--- config.mk ---
export PLATFORM = sky130hd
export DESIGN_NAME = spi_prog_loader_flat
export DESIGN_NICKNAME = d
export VERILOG_FILES = /design/src/rtl/spi_prog_loader_if.sv /design/src/rtl/spi_prog_loader.sv /design/src/flat_wrapper.sv
export SDC_FILE = /design/constraint.sdc
export NUM_CORES = 1
export LEC_CHECK = 0
export ABC_AREA = 1
export CAP_MARGIN = 25
export CELL_PAD_IN_SITES_DETAIL_PLACEMENT = 2
export CELL_PAD_IN_SITES_GLOBAL_PLACEMENT = 2
export CORE_MARGIN = 5
export CORE_UTILIZATION = 33
export CTS_CLUSTER_SIZE = 30
export DETAILED_ROUTE_END_ITERATION = 8
export PLACE_DENSITY = 0.84
export SLEW_MARGIN = 30
export SYNTH_ARGS = -nofsm -noshare
export SYNTH_HDL_FRONTEND = slang
export SYNTH_SLANG_ARGS = --single-unit
--- constraint.sdc ---
create_clock -name clk -period 4.5 [get_ports clk]
set_input_delay 1.125 -clock clk [delete_from_list [all_inputs] [get_ports clk]]
set_output_delay 1.125 -clock clk [all_outputs]
set_load 0.01 [all_outputs]
--- src/rtl/spi_prog_loader_if.sv ---
// rtl/spi_prog_loader_if.sv - command/run handshakes and processor control pins of the program loader
interface spi_prog_loader_if;
  logic       cmd_valid;
  logic       cmd_ready;
  logic       cmd_target;
  logic [3:0] cmd_addr;
  logic [7:0] cmd_data;
  logic       run_valid;
  logic       run_ready;
  logic       proc_done;
  logic [1:0] mode;
  logic       mosi;
  logic       run_done;
  logic       run_timeout;
  logic       busy;

  modport master (
    output cmd_valid, cmd_target, cmd_addr, cmd_data, run_valid, proc_done,
    input  cmd_ready, run_ready, mode, mosi, run_done, run_timeout, busy
  );

  modport slave (
    input  cmd_valid, cmd_target, cmd_addr, cmd_data, run_valid, proc_done,
    output cmd_ready, run_ready, mode, mosi, run_done, run_timeout, busy
  );
endinterface

--- src/rtl/spi_prog_loader.sv ---
// rtl/spi_prog_loader.sv - serial loader for processor instruction/data memories plus run control
module spi_prog_loader #(
  parameter int unsigned GAP_CYCLES  = 2,
  parameter int unsigned RUN_TIMEOUT = 1023
) (
  input  logic             clk,
  input  logic             rst,
  spi_prog_loader_if.slave bus
);

  typedef enum logic [2:0] {IDLE, SHIFT, GAP, RUN_ENTER, RUN_WAIT, RUN_EXIT} state_e;

  state_e      state_q, state_d;
  logic [11:0] frame_q, frame_d;
  logic        target_q, target_d;
  logic [15:0] cnt_q, cnt_d;
  logic [15:0] cnt_inc;
  logic        timeout_q, timeout_d;
  logic [1:0]  mode_q, mode_d;
  logic        mosi_q, mosi_d;
  logic        run_done_q, run_done_d;

  // One counter serves as bit index in SHIFT, gap length in GAP and run timer in RUN_*.
  assign cnt_inc = cnt_q + 16'd1;

  always_comb begin
    state_d   = state_q;
    frame_d   = frame_q;
    target_d  = target_q;
    cnt_d     = cnt_q;
    timeout_d = timeout_q;

    case (state_q)
      IDLE: begin
        if (bus.cmd_valid) begin
          frame_d  = {bus.cmd_data, bus.cmd_addr};
          target_d = bus.cmd_target;
          cnt_d    = 16'd0;
          state_d  = SHIFT;
        end else if (bus.run_valid) begin
          timeout_d = 1'b0;
          cnt_d     = 16'd0;
          state_d   = RUN_ENTER;
        end
      end
      SHIFT: begin
        cnt_d = cnt_inc;
        if (cnt_q == 16'd11) begin
          cnt_d   = 16'd0;
          state_d = GAP;
        end
      end
      GAP: begin
        cnt_d = cnt_inc;
        if (cnt_q == 16'(GAP_CYCLES - 1)) begin
          cnt_d   = 16'd0;
          state_d = IDLE;
        end
      end
      RUN_ENTER, RUN_WAIT: begin
        cnt_d = cnt_inc;
        if (cnt_inc == 16'(RUN_TIMEOUT)) begin
          timeout_d = 1'b1;
          state_d   = RUN_EXIT;
        end else if (state_q == RUN_ENTER && !bus.proc_done) begin
          state_d = RUN_WAIT;
        end else if (state_q == RUN_WAIT && bus.proc_done) begin
          state_d = RUN_EXIT;
        end
      end
      RUN_EXIT: state_d = IDLE;
      default:  state_d = IDLE;
    endcase

    if (rst) begin
      state_d   = IDLE;
      frame_d   = 12'd0;
      target_d  = 1'b0;
      cnt_d     = 16'd0;
      timeout_d = 1'b0;
    end

    // Outputs are decoded from the next state so they line up with the state register.
    case (state_d)
      SHIFT:               mode_d = target_d ? 2'b10 : 2'b01;
      RUN_ENTER, RUN_WAIT: mode_d = 2'b11;
      default:             mode_d = 2'b00;
    endcase
    mosi_d     = (state_d == SHIFT) ? frame_d[cnt_d[3:0]] : 1'b0;
    run_done_d = (state_d == RUN_EXIT);
  end

  always_ff @(posedge clk) begin
    state_q    <= state_d;
    frame_q    <= frame_d;
    target_q   <= target_d;
    cnt_q      <= cnt_d;
    timeout_q  <= timeout_d;
    mode_q     <= mode_d;
    mosi_q     <= mosi_d;
    run_done_q <= run_done_d;
  end

  assign bus.cmd_ready   = (state_q == IDLE);
  assign bus.run_ready   = (state_q == IDLE) && !bus.cmd_valid;
  assign bus.busy        = (state_q != IDLE);
  assign bus.mode        = mode_q;
  assign bus.mosi        = mosi_q;
  assign bus.run_done    = run_done_q;
  assign bus.run_timeout = timeout_q;

endmodule

--- src/flat_wrapper.sv ---
// flat-port wrapper written by rule: the top's interface ports become plain ports
module spi_prog_loader_flat 
#(
  parameter int unsigned GAP_CYCLES  = 2,
  parameter int unsigned RUN_TIMEOUT = 1023
)
  (clk, rst, bus_cmd_valid, bus_cmd_target, bus_cmd_addr, bus_cmd_data, bus_run_valid, bus_proc_done, bus_cmd_ready, bus_run_ready, bus_mode, bus_mosi, bus_run_done, bus_run_timeout, bus_busy);
  spi_prog_loader_if bus_i ();
  input  logic clk;
  input  logic rst;
  input wire logic [$bits(bus_i.cmd_valid)-1:0] bus_cmd_valid;
  input wire logic [$bits(bus_i.cmd_target)-1:0] bus_cmd_target;
  input wire logic [$bits(bus_i.cmd_addr)-1:0] bus_cmd_addr;
  input wire logic [$bits(bus_i.cmd_data)-1:0] bus_cmd_data;
  input wire logic [$bits(bus_i.run_valid)-1:0] bus_run_valid;
  input wire logic [$bits(bus_i.proc_done)-1:0] bus_proc_done;
  output wire logic [$bits(bus_i.cmd_ready)-1:0] bus_cmd_ready;
  output wire logic [$bits(bus_i.run_ready)-1:0] bus_run_ready;
  output wire logic [$bits(bus_i.mode)-1:0] bus_mode;
  output wire logic [$bits(bus_i.mosi)-1:0] bus_mosi;
  output wire logic [$bits(bus_i.run_done)-1:0] bus_run_done;
  output wire logic [$bits(bus_i.run_timeout)-1:0] bus_run_timeout;
  output wire logic [$bits(bus_i.busy)-1:0] bus_busy;
  assign bus_i.cmd_valid = bus_cmd_valid;
  assign bus_i.cmd_target = bus_cmd_target;
  assign bus_i.cmd_addr = bus_cmd_addr;
  assign bus_i.cmd_data = bus_cmd_data;
  assign bus_i.run_valid = bus_run_valid;
  assign bus_i.proc_done = bus_proc_done;
  assign bus_cmd_ready = bus_i.cmd_ready;
  assign bus_run_ready = bus_i.run_ready;
  assign bus_mode = bus_i.mode;
  assign bus_mosi = bus_i.mosi;
  assign bus_run_done = bus_i.run_done;
  assign bus_run_timeout = bus_i.run_timeout;
  assign bus_busy = bus_i.busy;
  spi_prog_loader #(.GAP_CYCLES(GAP_CYCLES), .RUN_TIMEOUT(RUN_TIMEOUT)) u_core (.clk(clk), .rst(rst), .bus(bus_i));
endmodule
[Yosys cells after proc, flatten, opt, wreduce, memory -nomap -nowiden]
Index checks and enable logic that the tools add are counted.
Storage, ports and cells
  bits of input ports: 18
  flip-flop bits (word level): 37
Cells by class
  add/subtract/negate cells: 1
  order comparisons: 1
  reduce and logical (&&, ||, !) cells: 13
  eq/ne operators: 15
  multiplexer cells: 29
Operators with widths (number)
  two-way mux 16 bit: 4
  one-hot mux 16 bit (4 select lines): 1
  two-way mux 12 bit: 3
  two-way mux 3 bit: 8
  adder 16 x 1 -> 16 bit (second input constant): 1
  equality test 16 x 1 -> 1 bit (second input constant): 1
  equality test 16 x 10 -> 1 bit (second input constant): 1
  equality test 16 x 4 -> 1 bit (second input constant): 1
  one-hot mux 3 bit (4 select lines): 1
  equality test 3 x 2 -> 1 bit (second input constant): 3
  equality test 3 bit (second input constant): 3
  two-way mux 1 bit: 7
  equality test 3 x 1 -> 1 bit (second input constant): 2
  less-than comparator 4 x 5 -> 1 bit (second input constant): 1
  binary-select mux 1 bit (select 4 bit): 1
  two-way mux 4 bit: 1
  inequality test 2 bit (second input constant): 2
  one-hot mux 2 bit (2 select lines): 1
  AND reduction 4 bit: 1
  nonzero test 4 bit: 1
  OR reduction 2 bit: 2
  logical AND 1 bit: 3
  zero test 3 bit: 1
  inequality test 3 bit (second input constant): 1
  other kinds (7): 8

[Depth between registers and ports, before layout]
Gate-level depths: netlist of the first run.
  word-level depth: 10
  depth in mapped cells: 18
  gate-level depth less buffers: 18

[Worst setup path before layout of the first run]
OpenSTA, ideal clock, no wires.
  path kind: input to output
  start point: in bus_cmd_valid
  end point: out bus_run_ready
  slack: 2051 ps
  data arrival time: 1324 ps
  buffers on the path: 0
  cell stages on the path: 1
  path through: nor2_1
On the way
  cells in the longest elaborated chain, start to end: 2
Ends and longest elaborated chain
  start: declaration: RTL line flat_wrapper.sv:11  | input wire logic [$bits(bus_i.cmd_valid)-1:0] bus_cmd_valid;
  zero test 1 bit: RTL line spi_prog_loader.sv:105  | assign bus.run_ready = (state_q == IDLE) && !bus.cmd_valid;
  logical AND 1 bit: RTL line spi_prog_loader.sv:105
  end: declaration: RTL line flat_wrapper.sv:18  | output wire logic [$bits(bus_i.run_ready)-1:0] bus_run_ready;
Every way passes these cells.

[Worst setup path after layout of the first run]
Ends and elaborated chain as after synthesis.

==> results of run 1 <==
-- cell families after synthesis --
logic type / Yosys count
XOR/XNOR: 3
buffers and inverters: 58
AND/OR/NAND/NOR: 207
flip-flops: 37
adder cells (fa/ha/maj): 3
AO/OA/AOI/OAI: 42
-- tightest hold or removal path: cells and delay by family (launching register included) --
kind / cells / cell delay [ps]
DFF: 1 / 320
AOI/OAI and AO/OA: 1 / 70
buffers and inverters: 1 / 60
-- stage by stage --
| step | setup WS [ps] | hold slack (ps) | instance area, µm² | total power [mW] | instances |
|---|---|---|---|---|---|
| after floorplan | 2051 | 428.1 | 2325 | 0.4888 | 350 |
| after detailed placement | 1009 | 462.3 | 2636 | 0.5589 | 463 |
| after CTS | 1093 | 482.9 | 2756 | 0.8753 | 471 |
| after global placement | 1119 | 448.6 | 2636 | 0.5493 | 463 |
| final | 1101 | 475.8 | 2756 | 0.8641 | 471 |
| after global routing | 1033 | 504.8 | 2756 | 0.9131 | 471 |
-- worst max path at each step --
stage                   from                    endpoint  depth (start not counted)
4_1_cts        bus_cmd_valid               bus_run_ready                          3
5_1_grt        bus_cmd_valid               bus_run_ready                          3
6_report       bus_cmd_valid               bus_run_ready                          3
3_5_place_dp   bus_cmd_valid  u_core.bus.mosi$_SDFF_PP0_                         11
2_1_floorplan  bus_cmd_valid               bus_run_ready                          1
3_3_place_gp   bus_cmd_valid               bus_run_ready                          3
-- state kept, by name, indices dropped and copies added, names as in the netlist --
signal,cells
u_core.target_q,1
u_core.bus.mosi,1
u_core.bus.run_timeout,1
u_core.state_q,3
u_core.bus.run_done,1
u_core.cnt_q,16
u_core.bus.mode,2
u_core.frame_q,12
-- synthesized netlist by cell type --
master / number / area (µm²)
a21oi_1: 11 / 55.05
a21oi_4: 1 / 16.27
a22oi_1: 1 / 7.510
a31oi_1: 1 / 6.260
a32o_1: 2 / 20.02
a32oi_1: 1 / 8.760
buf_1: 1 / 3.750
buf_4: 2 / 15.01
buf_6: 2 / 22.52
clkbuf_1: 3 / 11.26
clkbuf_8: 1 / 13.76
dfxtp_1: 37 / 740.7
ha_1: 3 / 37.54
inv_1: 49 / 183.9
nand2_1: 83 / 311.6
nand2_2: 10 / 62.56
nand2_4: 4 / 45.04
nand3_1: 30 / 150.1
nand3_2: 2 / 20.02
nand3b_1: 2 / 15.01
nand4_1: 5 / 31.28
nand4_2: 1 / 12.51
nor2_1: 43 / 161.4
nor2_2: 3 / 18.77
nor2_4: 5 / 56.30
nor3_1: 2 / 10.01
nor3_2: 1 / 10.01
o211ai_1: 6 / 45.04
o21ai_0: 13 / 65.06
o21ai_1: 2 / 10.01
o21ai_2: 1 / 8.760
o21bai_1: 3 / 22.52
or2_0: 1 / 6.260
or2_2: 15 / 93.84
xor2_1: 3 / 26.28
-- layer usage --
layer	part of all wire, %	vias up	global-route usage (%)
met2	52	32	32.41
met4	0.86	0	4.212
met3	2.6	4	2.965
met1	45	1122	21.68
li1	-	1153	-
met5	0	-	0
-- final cells by class --
type / instances / share of cell area, %
well taps: 96 / 4.358
clock buffers: 6 / 2.996
repair buffers: 26 / 9.351
multi-input cells: 255 / 48.39
clock inverters: 2 / 1.362
flip-flops and latches: 37 / 26.87
inverters: 49 / 6.673
-- where the power goes --
group / internal, mW / leakage [nW] / switching (mW)
logic: 0.0780 / 0.874 / 0.112
clock network: 0.181 / 0.0574 / 0.133
registers: 0.349 / 0.302 / 0.0111
==> key figures, run 1 <==
Outcome
  – Run status: finished clean

Timing
  – Number of max-slew violations in the final report: 0
  – Period Utilization, post-route: 75.53%
  – Final number of setup-violating endpoints: 0
  – Time the final worst path needs with I/O delays and setup: 3399 ps
  – Final-layout setup total negative slack: 0 ps
  – Slew at the pin closest to its max-slew limit: 778.3 ps
  – Worst Skew: 6.058 ps
  – Headroom to the max-slew limit: 48.05%
  – Maximum clock frequency: 294.2 MHz
  – Number of hold-slack violations in the final timing report: 0
  – RSZ-0062 raised after global routing: no

Synthesis
  – Xor and xnor fraction of the mapped netlist area: 1.130%
  – Syn nets: 371
  – Adder-Cell Fraction of Synth Area: 1.615%
  – Number of synthesized register bits: 37
  – Mux contribution to synthesized area: 0%
  – Netlist cell types: 35
  – Share of synthesized cell area in and, or, nand and nor gates: 43.22%
  – Sequential fraction of the synthesis area: 31.86%
  – Share of the synthesized area in compound gates (AO/OA/AOI/OAI): 11.41%
  – Syn Std Cell Area: 2325 µm²
  – Yosys warning count: 0
  – Combinational family with the most area after synthesis: simple AND/OR/NAND/NOR gates
  – Post-synthesis cell count: 350
  – Syn avg cell area: 6.642 µm²

Place
  – Gpl congestion: 0.8104
  – Number of buffers inserted by port buffering: 25
  – Total half-perimeter wirelength after legalization and detailed placement: 5472 µm

Route
  – Total wirelength of the detailed-routed design: 7295 µm
  – Post-detailed-route wirelength per cell: 15.49 µm
  – Vias after detailed routing: 2,311
  – Post-DRT Antenna Nets: 0
  – Via density per instance: 4.907
  – Starting DRC count in detailed routing: 60
  – Number of detailed-routing iterations run before antenna repair: 4
  – Post-detailed-route DRC marker count: 0

Finish
  – Final design utilization: 40.35%
  – Number of inserted filler cells in the final layout: 855
  – Multi-input combinational cell area: 1334 µm²
  – Nets: 395
  – Most frequent standard cell in the layout excluding fill and tap cells: nand2_1
  – Proportion of layout cells with a drive suffix above 1: 13.87%
  – Commonest non-fill, non-tap cells in the layout: 83 x nand2_1, 49 x inv_1, 43 x nor2_1, 37 x dfxtp_1, 30 x nand3_1
  – Area growth from synthesis to final layout: 18.57%
  – Area taken by flip-flops and latches: 740.7 µm²
  – Diode count: 0

Clock tree
  – Number of hold-repair buffers added at the cts stage: 0
  – Number of sinks on the clock net: 37
  – Clock transition time at the flip-flop clock pins of the worst setup and hold paths: 80 ps
  – Post-CTS Setup Inserts: 0
  – Longest Clk Path Bufs: 2
  – Clock network latency to the later pin of the worst-skew pair: 290 ps
  – Buffer type at the clock tree root: clkbuf_8
  – TritonCTS clock tree: built
  – Clock buffer count from CTS: 5
  – H-tree levels: 2
  – Number of gates resized after cts: 0

GRT
  – Wire length of the first global-routing pass: 12,390 µm
  – Total grt overflow: 0
  – Number of antenna violations at the first check in global routing: 0
  – Number of global-route vias before repair: 2,531
  – Total global-route track usage: 17.81%
  – Pin count of the biggest net entering global routing: 24

Setup path
  – Dominant delay contributor by cell family on the critical path: buffers and inverters
  – Critical Path Max Stage Delay: 560 ps
  – End of the worst register-to-register path: u_core.bus.mosi$_SDFF_PP0_
  – Total buffers and inverters traversed by the critical path: 2
  – WP data required: 3380 ps
  – Most repeated library cell on the critical path: clkdlybuf4s50_1
  – Register-to-register setup slack: 1840 ps
  – Startpoint kind of the worst setup timing path: primary input
  – Slowest cell on the critical path: clkdlybuf4s50_1
  – Type of destination of the critical path: output pin
  – Cell Chain, Critical Path: clkdlybuf4s50_1, nor2_1, clkdlybuf4s50_1
  – Arrival time at the worst endpoint: 2270 ps
  – Worst reg2reg path startpoint: u_core.cnt_q[1]$_DFF_P_
  – Critical path peak fanout: 3
  – Crit path kind: in -> out
  – Reg2reg path depth: 13

Worst hold path
  – Startpoint of the tightest hold check path: u_core.frame_q[10]$_DFF_P_
  – Min-Delay Path Class: reg -> reg
  – Worst hold path cell count: 2
  – Endpoint of the worst hold-timing path: u_core.frame_q[10]$_DFF_P_

Power
  – Total power density per cell area: 313.5 nW/µm²
  – Maximum VDD drop: 0.0001655 V
  – Standby leakage power: 1.233 nW

Floorplan
  – Overall die width: 93.93 µm
  – Top-Level Pins: 26
  – Die Ht: 93.93 µm
  – Placeable core region: 6832 µm²
  – Die area: 8823 µm²
  – Core Rows: 30
  – Starting utilization of the core area: 34.03%

Run
  – Number of max-capacitance violations reported: 0
Power figures use the tool's default switching activity.
==> run 2, diff against run 1 <==
CORE_UTILIZATION = 28   (was 33)
PLACE_DENSITY = 0.76   (was 0.84)
clock period = 2.7 ns   (was 4.5 ns; I/O delays follow)
==> run 2 against run 1 <==
Effect of this change:
- utilization is 6.0 points lower
- combinational power up 77%
- sequential cell count is the same
- critical endpoint unchanged
- sequential power up 66%
- worst hold slack lost 5.5 ps
- die area grew 16%
- setup slack worse by 900 ps
==> key figures, run 2 (same netlist as run 1, synthesis figures left out) <==
Finish
  – Commonest non-fill, non-tap cells in the layout: 83 x nand2_1, 49 x inv_1, 43 x nor2_1, 37 x dfxtp_1, 30 x nand3_1
  – Max FFs per register: 16
  – Proportion of layout cells with a drive suffix above 1: 15.10%
  – Most frequent standard cell in the layout excluding fill and tap cells: nand2_1
  – Final design utilization: 34.36%
  – Area taken by flip-flops and latches: 740.7 µm²
  – Nets: 404
  – Area growth from synthesis to final layout: 20.24%
  – Diode count: 0
  – Number of inserted filler cells in the final layout: 990
  – Multi-input combinational cell area: 1334 µm²
  – Most flop-heavy register: u_core.cnt_q
  – Post-route cell area: 2795 µm²
  – Largest registers in the final layout: u_core.cnt_q: 16 flops, u_core.frame_q: 12 flops, u_core.state_q: 3 flops

Place
  – Number of buffers inserted by port buffering: 25
  – Gpl congestion: 0.7604
  – Total half-perimeter wirelength after legalization and detailed placement: 5758 µm
  – Worst setup timing slack at the placement stage: 176.4 ps
  – DP Area: 2715 µm²

Clock tree
  – Clock transition time at the flip-flop clock pins of the worst setup and hold paths: 80 ps
  – H-tree levels: 2
  – Number of hold-repair buffers added at the cts stage: 0
  – Number of sinks on the clock net: 37
  – Clock network latency to the later pin of the worst-skew pair: 290 ps
  – Clock buffer count from CTS: 5
  – TritonCTS clock tree: built
  – Longest Clk Path Bufs: 2
  – Buffer type at the clock tree root: clkbuf_8
  – Number of gates resized after cts: 0
  – Post-CTS Setup Inserts: 0

GRT
  – Number of global-route vias before repair: 2,617
  – Total grt overflow: 0
  – Number of antenna violations at the first check in global routing: 0
  – Total global-route track usage: 15.07%
  – Pin count of the biggest net entering global routing: 15
  – Wire length of the first global-routing pass: 12,350 µm

Floorplan
  – Starting utilization of the core area: 28.58%
  – Core Rows: 33
  – Overall die width: 101.1 µm
  – Die area: 10,230 µm²
  – Placeable core region: 8134 µm²
  – Die Ht: 101.1 µm
  – Top-Level Pins: 26

Timing
  – Headroom to the max-slew limit: 68.68%
  – Number of max-slew violations in the final report: 0
  – Period Utilization, post-route: 92.62%
  – Final number of setup-violating endpoints: 0
  – RSZ-0062 raised after global routing: no
  – Smallest hold slack: 470.3 ps
  – Maximum clock frequency: 399.9 MHz
  – Final-layout setup total negative slack: 0 ps
  – Worst setup slack after layout: 199.3 ps
  – Number of hold-slack violations in the final timing report: 0
  – Time the final worst path needs with I/O delays and setup: 2501 ps
  – Slew at the pin closest to its max-slew limit: 469.3 ps
  – Worst Skew: 4.611 ps

Setup path
  – Critical path peak fanout: 3
  – Reg2reg path depth: 12
  – Slowest cell on the critical path: clkdlybuf4s50_1
  – WP data required: 2030 ps
  – Most repeated library cell on the critical path: clkdlybuf4s50_1
  – Arrival time at the worst endpoint: 1830 ps
  – Startpoint kind of the worst setup timing path: primary input
  – Type of destination of the critical path: output pin
  – End of the worst register-to-register path: u_core.bus.mode[0]$_DFF_P_
  – Cell Chain, Critical Path: clkdlybuf4s50_1, nor2_1, clkdlybuf4s50_1
  – Dominant delay contributor by cell family on the critical path: buffers and inverters
  – Worst reg2reg path startpoint: u_core.cnt_q[2]$_DFF_P_
  – Critical Path Max Stage Delay: 560 ps
  – Register-to-register setup slack: 490 ps
  – Total buffers and inverters traversed by the critical path: 2
  – Crit path kind: in -> out

Route
  – Vias after detailed routing: 2,325
  – Number of detailed-routing iterations run before antenna repair: 4
  – Post-DRT Antenna Nets: 0
  – Post-detailed-route wirelength per cell: 14.54 µm
  – Post-detailed-route DRC marker count: 0
  – Via density per instance: 4.755
  – Starting DRC count in detailed routing: 54
  – Total wirelength of the detailed-routed design: 7112 µm

Power
  – Combinational share of power: 25.7%
  – Total power density per cell area: 469.8 nW/µm²
  – Standby leakage power: 1.260 nW
  – Switching Share: 30.66%
  – Int Power: 0.9107 mW
  – Sequential share of power: 45.4%
  – Maximum VDD drop: 0.0001975 V
  – Part of the total power dissipated in the clock network: 29.0%
  – Switching power total: 0.4026 mW

Worst hold path
  – Worst hold path cell count: 2
  – Endpoint of the worst hold-timing path: u_core.frame_q[10]$_DFF_P_
  – Startpoint of the tightest hold check path: u_core.frame_q[10]$_DFF_P_
  – Min-Delay Path Class: reg -> reg

Run
  – Number of max-capacitance violations reported: 0

Outcome
  – Run status: finished clean
-- run 2: worst register-to-register path: cells and delay by family (launching register included) --
kind	cells	cell delay, ps
AO/OA/AOI/OAI	2	330
buffers and inverters	1	60
flip-flops	1	550
AND/OR/NAND/NOR	9	1200
-- run 2: metal layers --
metal  GRT usage (%)  wire length (µm)  vias up
li1                -                 -     1172
met1           18.16              3249     1112
met2           27.97              3633       30
met3           2.353               154       11
met4           3.272                74        0
met5               0                 0        -
-- run 2: worst max path at each step --
| stage | start | to | cells after the start |
|---|---|---|---|
| after detailed placement | bus_cmd_valid | u_core.bus.mosi$_SDFF_PP0_ | 11 |
| final | bus_cmd_valid | bus_run_ready | 3 |
| after floorplan | u_core.cnt_q[1]$_DFF_P_ | u_core.bus.mode[1]$_DFF_P_ | 14 |
| after global routing | bus_cmd_valid | bus_run_ready | 3 |
| after global placement | bus_cmd_valid | bus_run_ready | 3 |
| after CTS | bus_cmd_valid | bus_run_ready | 3 |
-- run 2: power by group through the flow --
stage / registers (mW) / logic, mW / clock network, mW
final: 0.596 / 0.337 / 0.380
after global routing: 0.600 / 0.378 / 0.419
after CTS: 0.597 / 0.347 / 0.398
after detailed placement: 0.609 / 0.344 / 0
after global placement: 0.607 / 0.333 / 0
after floorplan: 0.611 / 0.203 / 0
-- run 2: area by class of cell --
cell class | count | area share [%]
Timing Repair Buffer | 35 | 11.64
Sequential cell | 37 | 26.50
Multi-Input combinational cell | 255 | 47.72
Clock buffer | 8 | 2.865
Tap cell | 105 | 4.700
Inverter | 49 | 6.580
-- run 2: per-stage QoR --
| stage | total power, mW | cells |
|---|---|---|
| finish | 1.313 | 489 |
| global route | 1.397 | 489 |
| CTS | 1.341 | 489 |
| detailed placement | 0.9532 | 481 |
| global placement | 0.9397 | 481 |
| floorplan | 0.8146 | 350 |
